<file path="src/rtl/y86_pkg.sv">
// Shared Y86-64 definitions: register IDs and the basic data types used by the
// fetch, decode and write-back stages.
package y86_pkg;

  localparam int unsigned WORD_W   = 64;
  localparam int unsigned NUM_REGS = 15;

  typedef logic [3:0]        reg_id_t;
  typedef logic [WORD_W-1:0] word_t;

  localparam reg_id_t RRAX  = 4'h0;
  localparam reg_id_t RRCX  = 4'h1;
  localparam reg_id_t RRDX  = 4'h2;
  localparam reg_id_t RRBX  = 4'h3;
  localparam reg_id_t RRSP  = 4'h4;
  localparam reg_id_t RRBP  = 4'h5;
  localparam reg_id_t RRSI  = 4'h6;
  localparam reg_id_t RRDI  = 4'h7;
  localparam reg_id_t RR8   = 4'h8;
  localparam reg_id_t RR9   = 4'h9;
  localparam reg_id_t RR10  = 4'hA;
  localparam reg_id_t RR11  = 4'hB;
  localparam reg_id_t RR12  = 4'hC;
  localparam reg_id_t RR13  = 4'hD;
  localparam reg_id_t RR14  = 4'hE;
  localparam reg_id_t RNONE = 4'hF;

  // True when the ID names a real architectural register.
  function automatic logic is_reg(input reg_id_t id);
    return id != RNONE;
  endfunction

endpackage

</file>
<file path="src/rtl/regfile_read_port.sv">
// One combinational read port of the Y86-64 register file.
// Returns 0 for RNONE and while reset is asserted. With REGFILE_BYPASS_EN defined,
// a read that hits a same-cycle write returns the write data (valM over valE).
module regfile_read_port
  import y86_pkg::*;
#(
  parameter int unsigned DATA_W = 64
) (
  input  logic              rst_n_i,
  input  logic              wr_en_i,
  input  reg_id_t           src_i,
  input  logic [DATA_W-1:0] regs_i [NUM_REGS],
  input  reg_id_t           dst_e_i,
  input  logic [DATA_W-1:0] val_e_i,
  input  reg_id_t           dst_m_i,
  input  logic [DATA_W-1:0] val_m_i,
  output logic [DATA_W-1:0] rdata_o
);

`ifndef REGFILE_BYPASS_EN
  // Write-port inputs only matter to the bypass build.
  logic unused_bypass;
  assign unused_bypass = ^{wr_en_i, dst_e_i, val_e_i, dst_m_i, val_m_i};
`endif

  // Select stored value, optionally overridden by an in-flight write.
  always_comb begin
    rdata_o = '0;
    if (rst_n_i && is_reg(src_i)) begin
      rdata_o = regs_i[src_i];
`ifdef REGFILE_BYPASS_EN
      if (wr_en_i) begin
        if (src_i == dst_m_i) begin
          rdata_o = val_m_i;
        end else if (src_i == dst_e_i) begin
          rdata_o = val_e_i;
        end
      end
`endif
    end
  end

endmodule

</file>
<file path="src/rtl/reg_file.sv">
// Y86-64 SEQ register file: 15 x DATA_W registers, two write ports (E, M) and two
// combinational read ports (A, B), plus a committed-write counter.
// Optional macro REGFILE_BYPASS_EN enables same-cycle write-to-read forwarding.
module reg_file
  import y86_pkg::*;
#(
  parameter int unsigned       DATA_W    = 64,
  parameter logic [DATA_W-1:0] RSP_RESET = '0
) (
  input  logic              clk_i,
  input  logic              rst_n_i,
  input  logic              wr_en_i,
  input  reg_id_t           dst_e_i,
  input  logic [DATA_W-1:0] val_e_i,
  input  reg_id_t           dst_m_i,
  input  logic [DATA_W-1:0] val_m_i,
  input  reg_id_t           src_a_i,
  input  reg_id_t           src_b_i,
  output logic [DATA_W-1:0] val_a_o,
  output logic [DATA_W-1:0] val_b_o,
  output logic [31:0]       wr_cnt_o
);

  logic [DATA_W-1:0] regs_q [NUM_REGS];
  logic [DATA_W-1:0] regs_d [NUM_REGS];
  logic [31:0]       wr_cnt_q, wr_cnt_d;

  logic we_e, we_m, we_e_eff;

  // Decode port activity; on a collision the E write is dropped so M wins.
  always_comb begin
    we_m     = wr_en_i && is_reg(dst_m_i);
    we_e     = wr_en_i && is_reg(dst_e_i);
    we_e_eff = we_e && !(we_m && (dst_e_i == dst_m_i));
  end

  // Next register contents and write count.
  always_comb begin
    for (int i = 0; i < NUM_REGS; i++) begin
      regs_d[i] = regs_q[i];
      if (we_m && (dst_m_i == reg_id_t'(i))) begin
        regs_d[i] = val_m_i;
      end else if (we_e_eff && (dst_e_i == reg_id_t'(i))) begin
        regs_d[i] = val_e_i;
      end
    end
    wr_cnt_d = wr_cnt_q + 32'(we_e_eff) + 32'(we_m);
  end

  // State update with synchronous reset; write ports are ignored during reset.
  always_ff @(posedge clk_i) begin
    if (!rst_n_i) begin
      for (int i = 0; i < NUM_REGS; i++) begin
        regs_q[i] <= (reg_id_t'(i) == RRSP) ? RSP_RESET : '0;
      end
      wr_cnt_q <= '0;
    end else begin
      for (int i = 0; i < NUM_REGS; i++) begin
        regs_q[i] <= regs_d[i];
      end
      wr_cnt_q <= wr_cnt_d;
    end
  end

  assign wr_cnt_o = wr_cnt_q;

  regfile_read_port #(
    .DATA_W (DATA_W)
  ) u_port_a (
    .rst_n_i (rst_n_i),
    .wr_en_i (wr_en_i),
    .src_i   (src_a_i),
    .regs_i  (regs_q),
    .dst_e_i (dst_e_i),
    .val_e_i (val_e_i),
    .dst_m_i (dst_m_i),
    .val_m_i (val_m_i),
    .rdata_o (val_a_o)
  );

  regfile_read_port #(
    .DATA_W (DATA_W)
  ) u_port_b (
    .rst_n_i (rst_n_i),
    .wr_en_i (wr_en_i),
    .src_i   (src_b_i),
    .regs_i  (regs_q),
    .dst_e_i (dst_e_i),
    .val_e_i (val_e_i),
    .dst_m_i (dst_m_i),
    .val_m_i (val_m_i),
    .rdata_o (val_b_o)
  );

endmodule

</file>
<file path="config.mk">
export PLATFORM = sky130hd
export DESIGN_NAME = reg_file
export DESIGN_NICKNAME = d
export VERILOG_FILES = /design/src/rtl/y86_pkg.sv /design/src/rtl/regfile_read_port.sv /design/src/rtl/reg_file.sv
export SDC_FILE = /design/constraint.sdc
export NUM_CORES = 2
export LEC_CHECK = 0
export CORE_AREA = 2 2 315 317
export DETAILED_ROUTE_END_ITERATION = 7
export DIE_AREA = 0 0 317 319
export DONT_BUFFER_PORTS = 1
export PLACE_DENSITY = 0.76
export SYNTH_ARGS = -nofsm -noshare
export SYNTH_HDL_FRONTEND = slang
export SYNTH_SLANG_ARGS = --single-unit
</file>
<file path="constraint.sdc">
create_clock -name clk_i -period 4.78 [get_ports clk_i]
set_input_delay 0.956 -clock clk_i [delete_from_list [all_inputs] [get_ports clk_i]]
set_output_delay 0.956 -clock clk_i [all_outputs]
set_load 0.02 [all_outputs]
</file>
# ---- Yosys cells after proc, flatten, opt, wreduce, memory -nomap -nowiden
# Cells that the tools add are included.
# W data, S select, Z words.
dict set report classes {
  n_addsub 2
  magnitude_cmp 2
  n_eq_ne 33
  mux 38
  bitwise_logic 2
  n_reduce_logical 54
}
# op n
set op_table {}
lappend op_table {{$mux W64} 36}
lappend op_table {{$bmux W64 S4} 2}
lappend op_table {{$add A32 B1 Y32} 2}
lappend op_table {{$eq A4 B4 Y1 const B} 14}
lappend op_table {{$logic_and A1 B1 Y1} 36}
lappend op_table {{$eq A4 B3 Y1 const B} 8}
lappend op_table {{$reduce_bool A2 Y1} 15}
lappend op_table {{$eq A4 B2 Y1 const B} 4}
lappend op_table {{$ne A4 B4 Y1 const B} 4}
lappend op_table {{$ge A5 B5 Y1 const B} 2}
lappend op_table {{$not A4 Y5} 2}
lappend op_table {{$eq A4 B1 Y1 const B} 2}
lappend op_table {{$logic_not A4 Y1} 2}
lappend op_table {{$eq A4 B4 Y1} 1}
lappend op_table {{$logic_not A1 Y1} 1}
dict set report totals {
  register_bits 992
  input_bits 147
  out_inout_bits 160
  word_cells 147
}

# ---- Depth between registers and ports, before layout
dict set report logic_depth {
  depth_word 8
  depth_mapped 14
  ltp_nobuf 12
}

# ---- By module
# From an unflattened synthesis, not the netlist that was laid out.
dict set report hier_totals {
  cells_unflattened 5990
  hier_area_um2 58869.0
}
# module instances cells_per_inst area_per_inst_um2 seq_area_each_um2
set modules_own_cells {}
lappend modules_own_cells {reg_file 1 4628 43436.7 19859.0}
lappend modules_own_cells {regfile_read_port 2 681 7716.2 0.0}

# ---- Worst setup path after synthesis
# OpenSTA, ideal clock, no wires.
dict set report synth_timing {
  path_type {input port to flip-flop}
  from {input wr_en_i}
  to {register wr_cnt_q[24], in the netlist wr_cnt_o[24]}
  setup_time_ns 0.115
  arrival_ns 3.634
  required_ns 4.665
  path_slack_ns 1.031
  stages 13
  path_buffers 2
  path_cell_list {buf_4 inv_1 a41oi_1 buf_4 inv_1 fa_1 inv_1 ha_1 nand2_1 nor4_2 nand4_1 xnor2_1 and2_1}
}
dict set report synth_between {
  elab_chain_cells 6
  word_cells_on_any_way 7
  classes_between {add/sub (2); reduce/logical (5)}
}
# item line_no
set synth_lines {}
lappend synth_lines {{start: declaration} reg_file.sv:12} ;# input logic wr_en_i,
lappend synth_lines {{$logic_and A1 B1 Y1} reg_file.sv:32} ;# we_m = wr_en_i && is_reg(dst_m_i);
lappend synth_lines {{$logic_and A1 B1 Y1} reg_file.sv:34} ;# we_e_eff = we_e && !(we_m && (dst_e_i == dst_m_i));
lappend synth_lines {{$logic_not A1 Y1} reg_file.sv:34}
lappend synth_lines {{$logic_and A1 B1 Y1} reg_file.sv:34}
lappend synth_lines {{$add A32 B1 Y32} reg_file.sv:47} ;# wr_cnt_d = wr_cnt_q + 32'(we_e_eff) + 32'(we_m);
lappend synth_lines {{$add A32 B1 Y32 *} reg_file.sv:47}
lappend synth_lines {{end signal: assignment} reg_file.sv:61} ;# wr_cnt_q <= wr_cnt_d;
lappend synth_lines {{end: declaration} reg_file.sv:26} ;# logic [31:0] wr_cnt_q, wr_cnt_d;
# Mark *: on every way between the ends. The rest lies on a longest branch, timed or not.
# A chain may end at the register's enable or synchronous reset.

# ---- Worst setup path after layout
dict set report layout_timing {
  from {input rst_n_i}
  to {output val_a_o[31]}
}
dict set report layout_between {
  elab_chain_cells 2
}
# item line_no
set layout_lines {}
lappend layout_lines {{start: declaration} reg_file.sv:11} ;# input logic rst_n_i,
lappend layout_lines {{$logic_and A1 B1 Y1} regfile_read_port.sv:29} ;# if (rst_n_i && is_reg(src_i)) begin
lappend layout_lines {{$mux W64} regfile_read_port.sv:29}
lappend layout_lines {{end: declaration} reg_file.sv:19} ;# output logic [DATA_W-1:0] val_a_o,
# Every way passes these cells.

==> metrics.log <==
INFO  metric run_status = complete, but fails checks
INFO  metric violations_in_the_final_reports = slew limit, setup timing
INFO  metric diodes = 0
INFO  metric timing.clock.skew = 0.00414 ns
INFO  metric synth_seq_cells = 992
INFO  metric grt_pass1_wl = 295,000 µm
INFO  metric ir_drop_worst_vdd = 0.266 mV
INFO  metric power_density = 312 nW/µm²
INFO  metric setup.worst_path.start_class = input pin
INFO  metric first_global_vias = 47.7k
INFO  metric power.static_leakage = 0.0189 µW
INFO  metric clock_insertion_delay_worst_skew = 0.69 ns
INFO  metric fin_crit_sh = 1.06
INFO  metric tritoncts = built
INFO  metric cts.htree.levels = 3
INFO  metric cts_max_path_buffers = 3
INFO  metric number_of_nets_at_the_end_of_the_flow = 5,757
INFO  metric fp.dieArea = 101,000 µm²
INFO  metric critical_path.max_stage_delay = 1.04 ns
INFO  metric tritoncts_num_sinks = 992
INFO  metric grt_max_degree = 995
INFO  metric top_level_ports = 307
INFO  metric max_freq = 0.197 GHz
INFO  metric post-cts-setup-buffers = 0
INFO  metric fp.dieW = 317 µm
INFO  metric final.setup.tns = -1.72 ns
INFO  metric cpLargestDelayFamily = simple AND/OR/NAND/NOR gates
INFO  metric async_reset_ff_frac = 0
INFO  metric setup.worst_path.end_class = primary output
INFO  metric cts_root_buffer = sky130_fd_sc_hd__clkbuf_16
INFO  metric layout-drive-gt1-share = 0.126
INFO  metric placement.io_buffers = 0
INFO  metric syn-instance-count = 6,136
INFO  metric clk_transition_reported_paths = 0.06 ns
INFO  metric yosysWarningCount = 0
INFO  metric synth_cell_type_count = 40
INFO  metric detailed_place_hpwl = 99,900 µm
INFO  metric commonest_non_fill_non_tap_cells_in_the_layout = sky130_fd_sc_hd__mux2i_1 (1,164), sky130_fd_sc_hd__o21ai_0 (1,090), sky130_fd_sc_hd__a21oi_1 (1,062)
INFO  metric vias = 49.9k
INFO  metric globalRoute.totalOverflow = 0
INFO  metric tightestPinTransition = 4.97 ns
INFO  metric grtUsageTotal = 0.377
INFO  metric ant_nets = 0
INFO  metric area_delta_synth_final = 6.05%
INFO  metric slowest_stage = sky130_fd_sc_hd__nor3_1
INFO  metric final_hold_violations = 0
INFO  metric initial_utilization = 0.595
INFO  metric die_height = 319 µm
INFO  metric whs = 0.416 ns
INFO  metric post-route-drc-count = 0
INFO  metric globalplace.congestion = 0.862
INFO  metric synth_sequential_area_ratio = 0.342
INFO  metric postLayoutSetupSlackWorst = -0.303 ns
INFO  metric timing.max_cap.violations = 0
INFO  metric synth.net_count = 6,285
INFO  metric path_max_fanout = 994
INFO  metric synthFlopType = sky130_fd_sc_hd__dfxtp_1
INFO  metric req_time_crit_path = 3.82 ns
INFO  metric synth.cell_area = 58,100 µm²
INFO  metric setup-violations-final = 20
INFO  metric final_max_slew_viol_count = 763
INFO  metric final_common_cell = sky130_fd_sc_hd__mux2i_1
INFO  metric drt-wirelength-per-cell = 28.3 µm
INFO  metric postCtsHoldBufs = 0
INFO  metric buffer_and_inverter_count_on_the_worst_path = 1
INFO  metric antenna_violations_before_repair = 0
INFO  metric drtIter0Drc = 6,476
INFO  metric worstPathArrival = 4.13 ns
INFO  metric drt_wl_total = 197,000 µm
INFO  metric synthesis.area_per_instance = 9.48 µm²
INFO  metric min-delay-path-class = input pin to flop
INFO  metric grt_setup_unrepaired = no
INFO  metric detail_route.first_pass.iterations = 6
INFO  metric detail_route.vias_per_cell = 7.15
INFO  metric fillerInstances = 7,746
INFO  metric critPathKind = input pin to primary output
INFO  metric numCtsBuffers = 106
INFO  metric floorplan.core_area = 97,700 µm²
INFO  metric cts_repair_resize_count = 0
INFO  metric layout_min_cycle_time = 5.08 ns
INFO  metric crit_chain = nand2_4 -> nor3_1 -> buf_4
INFO  metric slew_headroom = -2.31
INFO  metric floorplan.rows = 115
INFO  metric post_synth_edffs = 0
layer usage:
metal,track usage,vias to the layer above,part of all wire
li1,-,22100,-
met1,0.474,23700,0.37
met2,0.584,3281,0.45
met3,0.101,825,0.12
met4,0.214,0,0.060
met5,0,-,0
path summary, 6_finish.rpt:
path                    start           end  slack, ns  cells after the start
setup / recovery      rst_n_i   val_a_o[31]      -0.30                      3
hold / removal        rst_n_i   regs_q[497]       0.42                      2
setup reg to reg  wr_cnt_o[0]  wr_cnt_o[24]       1.90                      9
hold reg to reg   regs_q[536]   regs_q[536]       0.55                      2
synthesized netlist by cell type (29+ instances only):
| library cell | count | area share |
|---|---|---|
| sky130_fd_sc_hd__a211oi_1 | 94 | 0.012 |
| sky130_fd_sc_hd__mux2i_1 | 1164 | 0.20 |
| sky130_fd_sc_hd__and2_1 | 29 | 0.0031 |
| sky130_fd_sc_hd__nand2_1 | 158 | 0.010 |
| sky130_fd_sc_hd__mux4_2 | 347 | 0.13 |
| sky130_fd_sc_hd__o221ai_1 | 38 | 0.0057 |
| sky130_fd_sc_hd__nor3_1 | 40 | 0.0034 |
| sky130_fd_sc_hd__buf_4 | 57 | 0.0074 |
| sky130_fd_sc_hd__clkbuf_1 | 561 | 0.036 |
| sky130_fd_sc_hd__a22oi_1 | 128 | 0.017 |
| sky130_fd_sc_hd__nor2b_1 | 74 | 0.0080 |
| sky130_fd_sc_hd__buf_6 | 47 | 0.0091 |
| sky130_fd_sc_hd__dfxtp_1 | 992 | 0.34 |
| sky130_fd_sc_hd__buf_2 | 90 | 0.0077 |
| sky130_fd_sc_hd__a21oi_1 | 1070 | 0.092 |
| sky130_fd_sc_hd__o21ai_0 | 1090 | 0.094 |
flip-flops by register name, indices dropped and copies added, names as in the netlist:
name	cells
wr_cnt_o	32
regs_q	960
area by class of cell:
class / count / area (µm²) / area share
tap: 1287 / 1610 / 0.0261
clock inverter: 49 / 579 / 0.00939
clock buffer: 143 / 3110 / 0.0504
inverter: 5 / 18.8 / 0.000304
timing repair buffer: 142 / 1430 / 0.0232
sequential: 992 / 19900 / 0.322
multi-input combinational: 4361 / 35100 / 0.569
through the flow:
| step | total power (µW) | setup WS, ns | area [µm²] | std cells | utilization |
|---|---|---|---|---|---|
| 6_report | 19300 | -0.303 | 61700 | 6979 | 0.631 |
| 5_1_grt | 19700 | 0.495 | 61700 | 6979 | 0.631 |
| 4_1_cts | 19200 | 0.842 | 61700 | 6979 | 0.631 |
| 3_5_place_dp | 10600 | 0.849 | 58000 | 6787 | 0.593 |
| 3_3_place_gp | 10500 | 0.832 | 58000 | 6787 | 0.593 |
| 2_1_floorplan | 10500 | 1.03 | 58100 | 6136 | - |
power breakdown:
part / total [µW] / switching, µW / internal, µW
clock: 8780 / 3590 / 5180
combinational: 1740 / 878 / 864
sequential: 8740 / 206 / 8540
total: 19300 / 4680 / 14600
cells by family after synthesis:
logic type / after synthesis / share of synthesized area
adders and majority gates: 2 / 0.000559
and+or+nand+nor: 367 / 0.0319
AOI/OAI and AO/OA: 2449 / 0.224
muxes: 1511 / 0.335
xor gates and xnor gates: 32 / 0.00482
buffers and inverters: 783 / 0.0622
DFF: 992 / 0.342
(Power assumes the default switching activity.)
